===== config.mk =====
export PLATFORM = sky130hd
export DESIGN_NAME = midi_msg_parser
export DESIGN_NICKNAME = d
export VERILOG_FILES = /design/src/rtl/midi_msg_parser.sv
export SDC_FILE = /design/constraint.sdc
export NUM_CORES = 1
export LEC_CHECK = 0
export BUFFER_PORTS_ARGS = -buffer_cell sky130_fd_sc_hd__buf_4
export CAP_MARGIN = 20
export CORE_ASPECT_RATIO = 1.75
export CORE_MARGIN = 4
export CORE_UTILIZATION = 40
export CTS_CLUSTER_SIZE = 25
export DETAILED_ROUTE_END_ITERATION = 16
export SLEW_MARGIN = 5
export SYNTH_ARGS = -nofsm -noshare
export SYNTH_HDL_FRONTEND = slang
export SYNTH_SLANG_ARGS = --single-unit

===== constraint.sdc =====
create_clock -name clk -period 4.8 [get_ports clk]
set_input_delay 0.48 -clock clk [delete_from_list [all_inputs] [get_ports clk]]
set_output_delay 0.48 -clock clk [all_outputs]
set_load 0.005 [all_outputs]

===== src/rtl/midi_msg_parser.sv =====
// midi_msg_parser
//   Assembles channel-voice MIDI messages from a byte stream (with running
//   status), filters them by channel, and queues them in a FWFT FIFO.
// Ports:
//   clk, reset                 clock, async active-high reset
//   byte_in, byte_valid        received byte + one-cycle strobe
//   omni, chan_sel             channel filter (sampled at message completion)
//   msg_status/data1/data2     head message (zero while FIFO is empty)
//   msg_valid, msg_ready       head present / consumer accept
//   fifo_level                 messages held, 0..FIFO_DEPTH
//   overflow, drop_count       sticky drop flag, saturating drop counter
module midi_msg_parser #(
  parameter int          FIFO_DEPTH   = 8,
  parameter logic [7:0]  NOTE_OFF_VEL = 8'h40
) (
  input  logic                          clk,
  input  logic                          reset,
  input  logic [7:0]                    byte_in,
  input  logic                          byte_valid,
  input  logic                          omni,
  input  logic [3:0]                    chan_sel,
  output logic [7:0]                    msg_status,
  output logic [6:0]                    msg_data1,
  output logic [6:0]                    msg_data2,
  output logic                          msg_valid,
  input  logic                          msg_ready,
  output logic [$clog2(FIFO_DEPTH):0]   fifo_level,
  output logic                          overflow,
  output logic [7:0]                    drop_count
);

  localparam int AW = $clog2(FIFO_DEPTH);
  localparam int LW = AW + 1;

  typedef enum logic [1:0] {NO_STAT, WAIT_D1, WAIT_D2, SKIP} state_t;

  state_t     state;
  logic [7:0] run_stat;
  logic [6:0] data1;

  // Program change / channel pressure (0xC_, 0xD_) carry a single data byte.
  logic one_data;
  assign one_data = (run_stat[7:5] == 3'b110);

  logic       done, push, note_off;
  logic [6:0] cmp_d1, cmp_d2, push_d2;
  logic [7:0] push_stat;

  always_comb begin
    done      = byte_valid && !byte_in[7] &&
                ((state == WAIT_D1 && one_data) || state == WAIT_D2);
    cmp_d1    = (state == WAIT_D2) ? data1 : byte_in[6:0];
    cmp_d2    = (state == WAIT_D2) ? byte_in[6:0] : 7'd0;
    // Note On with velocity 0 is queued as a Note Off; running status keeps 9n.
    note_off  = (run_stat[7:4] == 4'h9) && (cmp_d2 == 7'd0);
    push_stat = note_off ? {4'h8, run_stat[3:0]} : run_stat;
    push_d2   = note_off ? NOTE_OFF_VEL[6:0] : cmp_d2;
    push      = done && (omni || run_stat[3:0] == chan_sel);
  end

  // Parser FSM. Real-time bytes (F8-FF) fall through untouched.
  always_ff @(posedge clk or posedge reset) begin
    if (reset) begin
      state    <= NO_STAT;
      run_stat <= '0;
      data1    <= '0;
    end else if (byte_valid && byte_in < 8'hF8) begin
      if (byte_in >= 8'hF0) begin
        run_stat <= '0;
        state    <= SKIP;
      end else if (byte_in[7]) begin
        run_stat <= byte_in;
        state    <= WAIT_D1;
      end else begin
        case (state)
          WAIT_D1: begin
            data1 <= byte_in[6:0];
            if (!one_data) state <= WAIT_D2;
          end
          WAIT_D2: state <= WAIT_D1;
          default: ;
        endcase
      end
    end
  end

  // Message FIFO, first-word-fall-through.
  logic [21:0]   mem [FIFO_DEPTH];
  logic [AW-1:0] wr_ptr, rd_ptr;
  logic          full, pop, wr_en, drop;

  assign msg_valid = (fifo_level != '0);
  assign full      = (fifo_level == LW'(FIFO_DEPTH));
  assign pop       = msg_valid && msg_ready;
  // A pop frees the slot on the same edge, so a full FIFO can still accept.
  assign wr_en     = push && (!full || pop);
  assign drop      = push && full && !pop;

  always_ff @(posedge clk or posedge reset) begin
    if (reset) begin
      wr_ptr     <= '0;
      rd_ptr     <= '0;
      fifo_level <= '0;
      overflow   <= 1'b0;
      drop_count <= '0;
    end else begin
      if (wr_en) wr_ptr <= wr_ptr + AW'(1);
      if (pop)   rd_ptr <= rd_ptr + AW'(1);
      case ({wr_en, pop})
        2'b10:   fifo_level <= fifo_level + LW'(1);
        2'b01:   fifo_level <= fifo_level - LW'(1);
        default: ;
      endcase
      if (drop) begin
        overflow <= 1'b1;
        if (drop_count != 8'hFF) drop_count <= drop_count + 8'd1;
      end
    end
  end

  always_ff @(posedge clk) begin
    if (wr_en) mem[wr_ptr] <= {push_stat, cmp_d1, push_d2};
  end

  // Storage is not reset; gate outputs so an empty FIFO reads as zero.
  logic [21:0] head;
  assign head       = mem[rd_ptr];
  assign msg_status = msg_valid ? head[21:14] : 8'h00;
  assign msg_data1  = msg_valid ? head[13:7]  : 7'h00;
  assign msg_data2  = msg_valid ? head[6:0]   : 7'h00;

endmodule


=== Word-level counts from Yosys, hierarchy flattened ===
Memory sizes are Yosys's and may differ from the RTL's.
Index checks and enable logic that the tools add are counted.

* Bits in registers: 36
* Memory bits (writable): 176
* Bits of input ports: 17
* Logic and storage cells: 69
* Memories: 1

* Add/sub/neg operators: 5
* $lt $le $gt $ge: 2
* Equality and inequality tests: 10
* Multiplexer cells: 16
* Bitwise logic cells: 2
* Reductions and logical operators: 25

{| class="wikitable"
|+ Memory list
! name !! words !! width !! read ports !! clocked after Yosys merged registers in !! write ports !! RTL line !! source
|-
| mem || 8 || 22 || 1 || 0 || 1 || 88 || <nowiki>logic [21:0] mem [FIFO_DEPTH];</nowiki>
|}

{| class="wikitable"
|+ Operator list
! cell !! count
|-
| two-way mux 7 bit || 5
|-
| two-way mux 8 bit || 4
|-
| logical AND 1 bit || 10
|-
| adder 8 x 1 -> 8 bit, second input constant || 1
|-
| == test 4 bit, second input constant || 2
|-
| greater-or-equal comparator 8 bit, second input constant || 1
|-
| < comparator 8 bit, second input constant || 1
|-
| != test 8 bit, second input constant || 1
|-
| case mux 4 bit (2 select lines) || 1
|-
| nonzero test 4 bit || 2
|-
| zero test 7 bit || 1
|-
| adder 3 x 1 -> 3 bit, second input constant || 2
|-
| two-way mux 2 bit || 3
|-
| adder 4 x 1 -> 4 bit, second input constant || 1
|-
| == test 2 x 1 -> 1 bit, second input constant || 2
|-
| == test 2 bit, second input constant || 2
|-
| == test 4 bit || 1
|-
| != test 4 x 3 -> 1 bit, second input constant || 1
|-
| case mux 2 bit (2 select lines) || 1
|-
| AND reduction 2 bit || 2
|-
| AND reduction 4 bit || 1
|-
| nonzero test 2 bit || 2
|-
| subtractor 4 x 1 -> 4 bit, second input constant || 1
|-
| == test 3 bit, second input constant || 1
|-
| other kinds (5) || 11
|}

=== Longest topological paths before layout ===
Gate-level depths: netlist (run 1).

* Depth in word-level cells: 8
* Mapped depth: 13
* Depth with buffers taken out: 11

=== Least setup slack after synthesis (run 1) ===
Ideal clock, no wire load.

* Kind: input port to flip-flop
* Start: input chan_sel[0]
* End: memory mem[4][0] (enable)
* Setup time: 418 ps
* Arrival time: 2691 ps
* Required time: 4382 ps
* Path slack: 1691 ps
* Cell stages on the path: 5
* Path buffers: 1
* Cell sequence: xnor2_1 a41oi_2 nor3_2 buf_2 nor4bb_2

* Longest elaborated chain between the ends: 6

{| class="wikitable"
|+ Ends and longest elaborated chain
! element !! RTL line !! source
|-
| start: declaration || 21 || <nowiki>input logic [3:0] chan_sel,</nowiki>
|-
| == test 4 bit || 58 || <nowiki>push = done && (omni || run_stat[3:0] == chan_sel);</nowiki>
|-
| logical OR 1 bit || 58 ||
|-
| logical AND 1 bit || 58 ||
|-
| logical AND 1 bit || 96 || <nowiki>assign wr_en = push && (!full || pop);</nowiki>
|-
| two-way mux 1 bit || 122 || <nowiki>if (wr_en) mem[wr_ptr] <= {push_stat, cmp_d1, push_d2};</nowiki>
|-
| two-way mux 1 bit (implied by the code) || 122 ||
|-
| end: declaration || 88 ||
|}

Every way passes these cells.

=== Worst setup path in the final report (run 1) ===
* Start: register run_stat[2]
* End: register fifo_level[2]

* Longest elaborated chain between the ends: 6
* Elaborated cells between the ends (all ways): 8
* Those cells by class: eq/ne: 3; mux: 1; reduce/logical: 4

{| class="wikitable"
|+ Ends and longest elaborated chain
! element !! RTL line !! source
|-
| start: declaration || 38 || <nowiki>logic [7:0] run_stat;</nowiki>
|-
| start signal: assignment || 72 || <nowiki>run_stat <= byte_in;</nowiki>
|-
| == test 4 bit (*) || 58 ||
|-
| logical OR 1 bit (*) || 58 ||
|-
| logical AND 1 bit (*) || 58 ||
|-
| logical AND 1 bit (*) || 96 ||
|-
| == test 2 x 1 -> 1 bit or == test 2 bit (tied branches) || 109 || <nowiki>case ({wr_en, pop})</nowiki>
|-
| case mux 4 bit (2 select lines) or nonzero test 2 bit (tied branches) || -- ||
|-
| end signal: assignment || 110 || <nowiki>2'b10: fifo_level <= fifo_level + LW'(1);</nowiki>
|-
| end signal: assignment || 111 || <nowiki>2'b01: fifo_level <= fifo_level - LW'(1);</nowiki>
|-
| end: declaration || 27 || <nowiki>output logic [$clog2(FIFO_DEPTH):0] fifo_level,</nowiki>
|}

Every way passes the cells marked *; elsewhere a longest branch is shown, timed or not.
A chain may end at the register's enable or synchronous reset.

==> run_results.csv, run 1 <==
group,metric,value,unit
setup_path,crit_path_end_kind,"flop",
clock_tree,numCtsBuffers,19,
clock_tree,cts.path.max_buffers,3,
setup_path,startpoint_type,"flop",
route,detail-route-antenna-nets,0,
route,drt-pass1-iter-count,4,
place,gp_congestion,0.7796,
synthesis,yosysTopAreaCellShare,0.6063,
worst_hold_path,worstHoldPathType,"primary input to async pin",
setup_path,criticalPathCategory,"flop to flop",
global_route,grt_pass1_wl,27.80,mm
flow_run,drv_cap,0,
synthesis,ys_top_cells_by_count,"176 x edfxtp_1, 44 x mux4_2, 36 x dfrtp_1",
synthesis,async_flop_share,0.1698,
setup_path,crit_arrival,3500,ps
global_route,track_usage,0.1478,
sta,hold_viol,0,
route,first_iter_violations,226,
floorplanning,coreArea,21500,µm²
setup_path,cp_max_fo,11,
clock_tree,cts_tree,"built",
final_layout,num_antenna_cells,0,
final_layout,final_core_util,0.4707,
synthesis,synthAdderAreaFrac,0.008612,
sta,max_clock_freq,0.3177,GHz
place,dp_hpwl,11.32,mm
sta,setup_tns,0,ps
power_and_ir_drop,power_frac_comb,0.275,
power_and_ir_drop,seqPwrFrac,0.451,
setup_path,r2r_cells,11,
synthesis,synth_top_family_by_area,"multiplexers",
route,route.detailed.drc,0,
sta,finalMaxSlewViolations,0,
final_layout,layout.nets,559,
clock_tree,ctsResizeCount,0,
setup_path,rr_startpoint,"run_stat[2]",
setup_path,reg2reg_slack,1650,ps
setup_path,slowest_stage,"nor3_2",
synthesis,synth-edff-count,176,
synthesis,yosys-top-cells-area,"edfxtp_1 61%, mux4_2 11%, dfrtp_1 10%",
power_and_ir_drop,ir_worst_vdd,0.3701,mV
synthesis,ys_types,47,
synthesis,synth.most_common_cell,"edfxtp_1",
floorplanning,die_x,119.6,µm
synthesis,synth_area,8717,µm²
floorplanning,die_area,24310,µm²
sta,max-slew-margin-rel,0.2703,
synthesis,syn_nets,494,
synthesis,yosysWarnings,0,
synthesis,synth.avg_cell_area,18.51,µm²
floorplanning,fp.dieH,203.3,µm
floorplanning,ios,53,
power_and_ir_drop,power.density,517.0,nW/µm²
synthesis,ys_ff_latch,212,
synthesis,synth.area.mux_share,0.1635,
sta,post-route-period-util,0.6557,
sta,worst_pin_slew,1086,ps
global_route,antenna_found_initial,0,
synthesis,synth_ff_type,"edfxtp_1",
synthesis,synth-compound-area-share,0.02067,
outcome,status,"finished, final reports clean",
power_and_ir_drop,p_switching,1450,µW
setup_path,r2r-end,"fifo_level[2]",
power_and_ir_drop,p_int,3782,µW
final_layout,drive_gt1_frac,0.3011,
global_route,grt_max_degree,37,
floorplanning,initial_utilization,0.4055,
sta,skew,12.84,ps
clock_tree,cts_setup_buffers,0,
clock_tree,holdBufCountCts,0,
sta,rsz0062_at_grt,"false",
synthesis,yosys.area_share.simple,0.05813,
global_route,grt_pass1_vias,4841,
setup_path,critPathMaxStageDelay,600,ps
power_and_ir_drop,p_clk_frac,0.274,
sta,min_period,3147,ps
route,num_vias,4389,
sta,finalSetupViolations,0,
clock_tree,clk_pin_slew_worst_paths,70,ps
synthesis,seq_area_frac_synth,0.7096,
floorplanning,num_rows,71,
power_and_ir_drop,swShare,0.2772,
place,io_buffers,52,
setup_path,path_cells,"xnor2_1 > a41oi_2 > nor3_2 > inv_1 > ha_1 > xor2_1 > ha_1 > a21oi_1 > xor2_1 > nor2_1 > xor2_1",
route,routedWlPerCell,20.61,µm
route,viasPerCell,5.225,
clock_tree,htreeDepth,1,
clock_tree,clock_latency,480,ps
synthesis,synthCells,471,
setup_path,required,5150,ps
route,wirelength,17.31,mm
global_route,overflow,0,
setup_path,crit_path_frequent_cell,"xor2_1",
synthesis,yosysTopAreaCell,"edfxtp_1",
clock_tree,cts-root-buf,"clkbuf_16",
clock_tree,clock-sinks,212,
power_and_ir_drop,cellLeakagePower,0.003607,µW
synthesis,synth_xor_area_frac,0.01909,
final_layout,syn_to_final_growth,16.09,%
state kept, by name, summed over array words and instances, names as in the netlist:
name and cells:
mem 176, drop_count 8, run_stat 8, data1 7, fifo_level 4, rd_ptr 3, wr_ptr 3, state 2
overflow 1
how the worst max path moves through the flow:
stage | depth (start not counted) | from | slack [ps] | to
detailed placement | 5 | byte_in[7] | 1500 | mem[2][0]
CTS | 5 | rd_ptr[0] | 1370 | msg_data2[5]
finish | 11 | run_stat[2] | 1650 | fifo_level[2]
global route | 11 | run_stat[2] | 1320 | fifo_level[2]
global placement | 5 | byte_in[7] | 1570 | mem[0][1]
floorplan | 5 | chan_sel[0] | 1690 | mem[4][0]
critical path, delay by kind of cell, from the launching register on:
| kind | cells | cell delay (ps) |
|---|---|---|
| buffers and inverters | 1 | 150 |
| flip-flops | 1 | 500 |
| XOR/XNOR | 4 | 720 |
| AND/OR/NAND/NOR | 2 | 660 |
| adder cells (fa/ha/maj) | 2 | 470 |
| AO/OA/AOI/OAI | 2 | 510 |
cells by family (layout without fill, tap and decap cells):
kind of cell,Yosys count,in the layout
flops,212,212
mux,85,85
fa+ha+maj,6,6
simple gates,87,87
buf+inv,38,115
compound gates,24,24
xor+xnor,19,19
per-stage QoR:
| stage | std cells | area [µm²] | worst slack (ps) | power [µW] | hold WS (ps) |
|---|---|---|---|---|---|
| finish | 840 | 10120 | 1653 | 5232 | 114.2 |
| global route | 840 | 10120 | 1322 | 5533 | 146.4 |
| CTS | 838 | 10080 | 1369 | 5318 | 123.0 |
| detailed placement | 805 | 9493 | 1504 | 3868 | 478.5 |
| global placement | 804 | 9465 | 1566 | 3840 | 480.4 |
| floorplan | 471 | 8717 | 1691 | 3296 | 459.6 |
final cells by class:
cell class	instances	area [µm²]
inverters	14	52.55
clock inverters	8	73.82
multi-input cells	221	2371
repair buffers	68	550.5
flip-flops and latches	212	6188
fillers	1901	11380
clock buffers	25	518.0
well taps	292	365.4
cell usage in the layout (no fill, tap or decap), drive strengths merged, types with 4 or more instances in the layout:
master,n
nor3,5
nor4,6
xnor2,6
nand3,10
dfrtp,36
clkbuf,25
buf,68
mux4,44
o21ai,12
nand4,4
and2,6
mux2,19
mux2i,22
nor2,29
ha,6
nand2,6
edfxtp,176
inv,16
xor2,13
routing by layer:
| metal | global-route usage | part of all wire |
|---|---|---|
| met2 | 0.2874 | 0.57 |
| met4 | 0.03400 | 0.012 |
| met5 | 0 | 0 |
| met1 | 0.1689 | 0.39 |
| met3 | 0.02220 | 0.031 |
power groups by stage:
stage / sequential, µW / combinational (µW) / clock [µW]
CTS: 2420 / 1410 / 1480
detailed placement: 2460 / 1410 / 0
finish: 2360 / 1440 / 1430
global route: 2380 / 1600 / 1550
global placement: 2450 / 1390 / 0
floorplan: 2260 / 1040 / 0
Note: power is estimated with default switching activity, not from simulation.
==> run 2, diff against run 1 <==
==> constraint.sdc (replaced) <==
create_clock -name clk -period 2.68 [get_ports clk]
set_input_delay 0.268 -clock clk [delete_from_list [all_inputs] [get_ports clk]]
set_output_delay 0.268 -clock clk [all_outputs]
set_load 0.005 [all_outputs]
==> run 2 against run 1 <==
Total power grew 79%; cell count rose by 1.7%; routed wire length increased by 2.3%; critical endpoint unchanged; global-route usage increased by 0.31 points; via count rose by 1.0%; fmax increased by 23%; register-to-register slack worse by 1500 ps; core utilization is 0.77 points higher; first-iteration DRC count grew 0.88%; highest routed layer unchanged; clock power grew 70%.
==> run_results.csv, run 2 (synthesized netlist as in run 1, its figures left out) <==
group,metric,value,unit
sta,hold_viol,0,
final_layout,layout_common_cells,"176 x edfxtp_1, 71 x buf_4, 44 x mux4_2",
final_layout,regMostFlops,"mem",
power_and_ir_drop,cellLeakagePower,0.003681,µW
place,gp_congestion,0.7846,
sta,skew,8.544,ps
place,dpl_worst_slack,122.0,ps
setup_path,criticalPathCategory,"flop to flop",
clock_tree,clock_latency,470,ps
route,route.detailed.drc,0,
final_layout,top_regs,"mem: 176 flops, drop_count: 8 flops, run_stat: 8 flops",
route,num_vias,4435,
final_layout,seq_area,6195,µm²
final_layout,syn_to_final_growth,18.00,%
flow_run,drv_cap,0,
power_and_ir_drop,power.density,909.2,nW/µm²
final_layout,multi_input_area,2379,µm²
floorplanning,fp.dieH,203.3,µm
setup_path,path_cells,"xnor2_2 > a41oi_2 > nor3_2 > inv_1 > ha_1 > xor2_1 > ha_1 > a21oi_1 > xor2_1 > nor2_1 > xor2_1",
sta,min_period,2560,ps
clock_tree,clk_pin_slew_worst_paths,70,ps
worst_hold_path,worstHoldPathType,"primary input to flop",
place,place_inst,814,
sta,setup_tns,0,ps
setup_path,crit_arrival,2910,ps
route,first_iter_violations,228,
setup_path,crit_path_frequent_cell,"xor2_1",
final_layout,largest_register_ffs,176,
setup_path,crit_path_end_kind,"flop",
sta,worst_pin_slew,783.3,ps
clock_tree,cts.path.max_buffers,3,
floorplanning,coreArea,21500,µm²
floorplanning,ios,53,
sta,max_clock_freq,0.3906,GHz
route,detail-route-antenna-nets,0,
setup_path,startpoint_type,"flop",
setup_path,critPathTopFamily,"XOR/XNOR gates",
outcome,status,"finished, final reports clean",
final_layout,fin_cells,854,
global_route,grt_pass1_wl,28.21,mm
floorplanning,initial_utilization,0.4055,
setup_path,required,3030,ps
place,io_buffers,52,
route,wirelength,17.71,mm
final_layout,drive_gt1_frac,0.3167,
route,drt-pass1-iter-count,6,
sta,finalMaxSlewViolations,0,
clock_tree,clock-sinks,212,
clock_tree,htreeDepth,1,
global_route,track_usage,0.1510,
clock_tree,cts_tree,"built",
sta,max-slew-margin-rel,0.4723,
setup_path,critPathMaxStageDelay,480,ps
final_layout,layout.nets,573,
setup_path,cp_max_fo,10,
route,routedWlPerCell,20.74,µm
final_layout,num_antenna_cells,0,
sta,setup_ws,119.6,ps
sta,finalSetupViolations,0,
place,dp_hpwl,11.12,mm
floorplanning,die_area,24310,µm²
floorplanning,num_rows,71,
final_layout,final_common_cell,"edfxtp_1",
global_route,overflow,0,
floorplanning,die_x,119.6,µm
clock_tree,numCtsBuffers,19,
global_route,antenna_found_initial,0,
clock_tree,cts-root-buf,"clkbuf_16",
global_route,grt_max_degree,46,
setup_path,slowest_stage,"dfrtp_2",
route,viasPerCell,5.193,
sta,post-route-period-util,0.9554,
power_and_ir_drop,ir_worst_vdd,0.5702,mV
global_route,grt_pass1_vias,4865,
setup_path,path_buf_inv,1,
final_layout,fillCellCount,1836,
[run 2: worst paths after layout]
kind                            slack (ps)            end         from  cells past startpoint
worst max-delay path                   120  fifo_level[2]  run_stat[2]                     11
worst min-delay path                    80    run_stat[3]   byte_in[3]                      2
worst max register to register         120  fifo_level[2]  run_stat[2]                     11
worst min register to register         480       overflow     overflow                      2
max in group asynchronous             1380    run_stat[1]        reset                      4
min in group asynchronous              510       data1[5]        reset                      3
[run 2: what timing repair did]
action,4_1_cts,5_1_grt
resized for setup,0,6
setup endpoints to repair,0,14
hold endpoints to repair,18,0
buffers inserted,0,6
hold buffers,1,0
[run 2: layer usage]
metal  vias up  part of all wire  GRT usage
met5         -                 0          0
met4         0             0.023    0.04383
met3        25             0.039    0.02164
met2        92              0.56     0.2858
met1      2301              0.38     0.1762
li1       2017                 -          -
[run 2: final cells by class]
cell class | count | area share
repair buffers | 82 | 0.07298
flip-flops and latches | 212 | 0.6022
multi-input cells | 221 | 0.2312
clock inverters | 3 | 0.001703
inverters | 14 | 0.005109
well taps | 292 | 0.03552
clock buffers | 30 | 0.05121
[run 2: worst register-to-register path: cells and delay by family, from the launching register on]
kind                     cells  cell delay, ps
flip-flops                   1             480
AO/OA/AOI/OAI                2             350
XOR/XNOR                     4             730
AND/OR/NAND/NOR              2             330
buffers and inverters        1              90
adder cells (fa/ha/maj)      2             450
[run 2: stage by stage]
step             util  cell area [µm²]  hold slack, ps  power (µW)
2_1_floorplan       -             8726           406.5        5912
3_3_place_gp   0.4496             9666           443.2        6926
3_5_place_dp   0.4496             9666           459.2        6991
4_1_cts        0.4754            10220           66.06        9428
5_1_grt        0.4785            10290           70.53        9880
6_report       0.4785            10290           80.52        9352
[run 2: power by group]
part | internal (µW) | switching, µW
sequential | 3840 | 239
combinational | 1570 | 1270
clock | 1350 | 1080
==> run 3, diff against run 2 <==
--- a/config.mk
+++ b/config.mk
@@ -12,7 +12,7 @@
 export CORE_UTILIZATION = 40
 export CTS_CLUSTER_SIZE = 25
 export DETAILED_ROUTE_END_ITERATION = 16
-export SLEW_MARGIN = 5
+export SLEW_MARGIN = 20
 export SYNTH_ARGS = -nofsm -noshare
 export SYNTH_HDL_FRONTEND = slang
 export SYNTH_SLANG_ARGS = --single-unit
==> constraint.sdc (replaced) <==
create_clock -name clk -period 2.68 [get_ports clk]
set_input_delay 0.268 -clock clk [delete_from_list [all_inputs] [get_ports clk]]
set_output_delay 0.268 -clock clk [all_outputs]
set_load 0.05 [all_outputs]
==> run 3 against run 2 <==
Register-to-register slack better by 110 ps; cell count is 0.59% lower; sequential cell count stayed put; critical path type is now flop to primary output; first-iteration DRC count is 19% lower; largest cell class unchanged.
==> run_results.csv, run 3 (synthesized netlist as in run 1, its figures left out) <==
group,metric,value,unit
outcome,status,"finished, final reports clean",
place,place_area,9672,µm²
setup_path,r2r-end,"fifo_level[2]",
final_layout,num_antenna_cells,0,
route,wirelength,18.33,mm
setup_path,setup.worst_path.end,"msg_data1[5]",
setup_path,cp-startpoint,"rd_ptr[0]",
setup_path,reg2reg_slack,230,ps
setup_path,slowest_stage,"mux4_2",
place,dp_hpwl,11.36,mm
clock_tree,clock_latency,480,ps
final_layout,stdcell_area,10250,µm²
final_layout,top_regs,"mem: 176 flops, drop_count: 8 flops, run_stat: 8 flops",
final_layout,largest_register_ffs,176,
sta,max-slew-margin-rel,0.3535,
clock_tree,cts_setup_buffers,0,
floorplanning,fp.dieH,203.3,µm
clock_tree,cts_tree,"built",
sta,finalMaxSlewViolations,0,
global_route,overflow,0,
global_route,grt_max_degree,26,
final_layout,layout_common_cells,"176 x edfxtp_1, 70 x buf_4, 44 x mux4_2",
flow_run,drv_cap,0,
sta,min_period,2464,ps
global_route,grt_pass1_wl,28.77,mm
setup_path,rr_startpoint,"run_stat[7]",
route,route.detailed.drc,0,
route,detail-route-antenna-nets,0,
clock_tree,cts.path.max_buffers,3,
floorplanning,die_area,24310,µm²
place,io_buffers,52,
final_layout,layout.nets,569,
final_layout,syn_to_final_growth,17.64,%
sta,finalSetupViolations,0,
sta,max_clock_freq,0.4058,GHz
sta,rsz0062_at_grt,"false",
setup_path,r2r_cells,11,
clock_tree,clock-sinks,212,
floorplanning,initial_utilization,0.4055,
floorplanning,die_x,119.6,µm
sta,skew,10.81,ps
clock_tree,clk_pin_slew_worst_paths,70,ps
route,viasPerCell,5.240,
sta,hold_viol,0,
sta,post-route-period-util,0.9195,
route,num_vias,4449,
power_and_ir_drop,cellLeakagePower,0.003671,µW
global_route,antenna_found_initial,0,
power_and_ir_drop,power.density,1034,nW/µm²
floorplanning,coreArea,21500,µm²
setup_path,path_cells,"buf_6 > mux4_2 > mux2i_1 > nor2_1 > buf_4",
final_layout,fillCellCount,1846,
place,gp_congestion,0.8132,
clock_tree,cts-root-buf,"clkbuf_16",
setup_path,crit_path_end_kind,"primary output",
power_and_ir_drop,ir_worst_vdd,0.7550,mV
final_layout,drive_gt1_frac,0.3178,
route,routedWlPerCell,21.59,µm
clock_tree,numCtsBuffers,18,
floorplanning,num_rows,71,
setup_path,criticalPathCategory,"flop to primary output",
final_layout,final_common_cell,"edfxtp_1",
route,drt-pass1-iter-count,4,
setup_path,critPathMaxStageDelay,550,ps
setup_path,crit_arrival,2200,ps
final_layout,regMostFlops,"mem",
worst_hold_path,worstHoldPathType,"primary input to async pin",
floorplanning,ios,53,
sta,worst_pin_slew,968.6,ps
setup_path,required,2410,ps
route,first_iter_violations,185,
sta,setup_tns,0,ps
global_route,track_usage,0.1543,
global_route,grt_pass1_vias,4917,
setup_path,cp_max_fo,22,
setup_path,startpoint_type,"flop",
clock_tree,htreeDepth,1,
-- run 3: worst min-delay path by stage --
stage                          start            end  slack [ps]  cells after the start
after global routing      byte_in[3]       data1[3]          80                      2
after detailed placement    overflow       overflow         460                      2
final                          reset  drop_count[0]          10                      2
after global placement      overflow       overflow         460                      2
after floorplan           byte_in[0]    run_stat[0]         410                      2
after CTS                      reset  drop_count[0]          40                      2
-- run 3: metrics by stage --
| stage | hold WS, ps | setup WS [ps] | util | std cells | total power [µW] |
|---|---|---|---|---|---|
| 4_1_cts | 43.74 | 24.83 | 0.4767 | 849 | 10740 |
| 5_1_grt | 81.62 | 46.28 | 0.4770 | 849 | 11120 |
| 6_report | 13.63 | 215.7 | 0.4770 | 849 | 10610 |
| 2_1_floorplan | 406.5 | 9.478 | - | 471 | 7037 |
| 3_3_place_gp | 463.2 | 393.2 | 0.4499 | 818 | 8108 |
| 3_5_place_dp | 460.6 | 258.4 | 0.4499 | 818 | 8166 |
-- run 3: power by group --
| group | total, µW | switching, µW | leakage [µW] | internal, µW |
|---|---|---|---|---|
| sequential | 4130 | 289 | 0.00204 | 3840 |
| combinational | 3890 | 2350 | 0.00136 | 1540 |
| clock | 2580 | 1130 | 0.000277 | 1460 |
-- run 3: area by class of cell --
type	instances	area [µm²]	share of cell area
Clock buffer	26	521.8	0.05088
Clock inverter	5	55.05	0.005368
Inverter	14	52.55	0.005124
Multi-Input combinational cell	221	2371	0.2312
Sequential cell	212	6192	0.6038
Tap cell	292	365.4	0.03563
Timing Repair Buffer	79	696.9	0.06796
-- run 3: critical path: cells and delay by family, from the launching register on --
family	cells	cell delay, ps
flops	1	390
buf+inv	2	500
mux	2	740
simple gates	1	70
-- run 3: routing by layer --
layer	global-route usage	vias to the layer above	wire [µm]
met5	0	-	0
met3	0.02137	20	638
met4	0.04547	0	435
met1	0.1848	2333	7158
li1	-	2007	-
met2	0.2872	89	10100
-- run 3: timing repair --
action,in CTS,in global routing
hold endpoints to repair,0,0
hold buffers,0,0
endpoints found under the setup margin,0,5
resized for setup,0,2
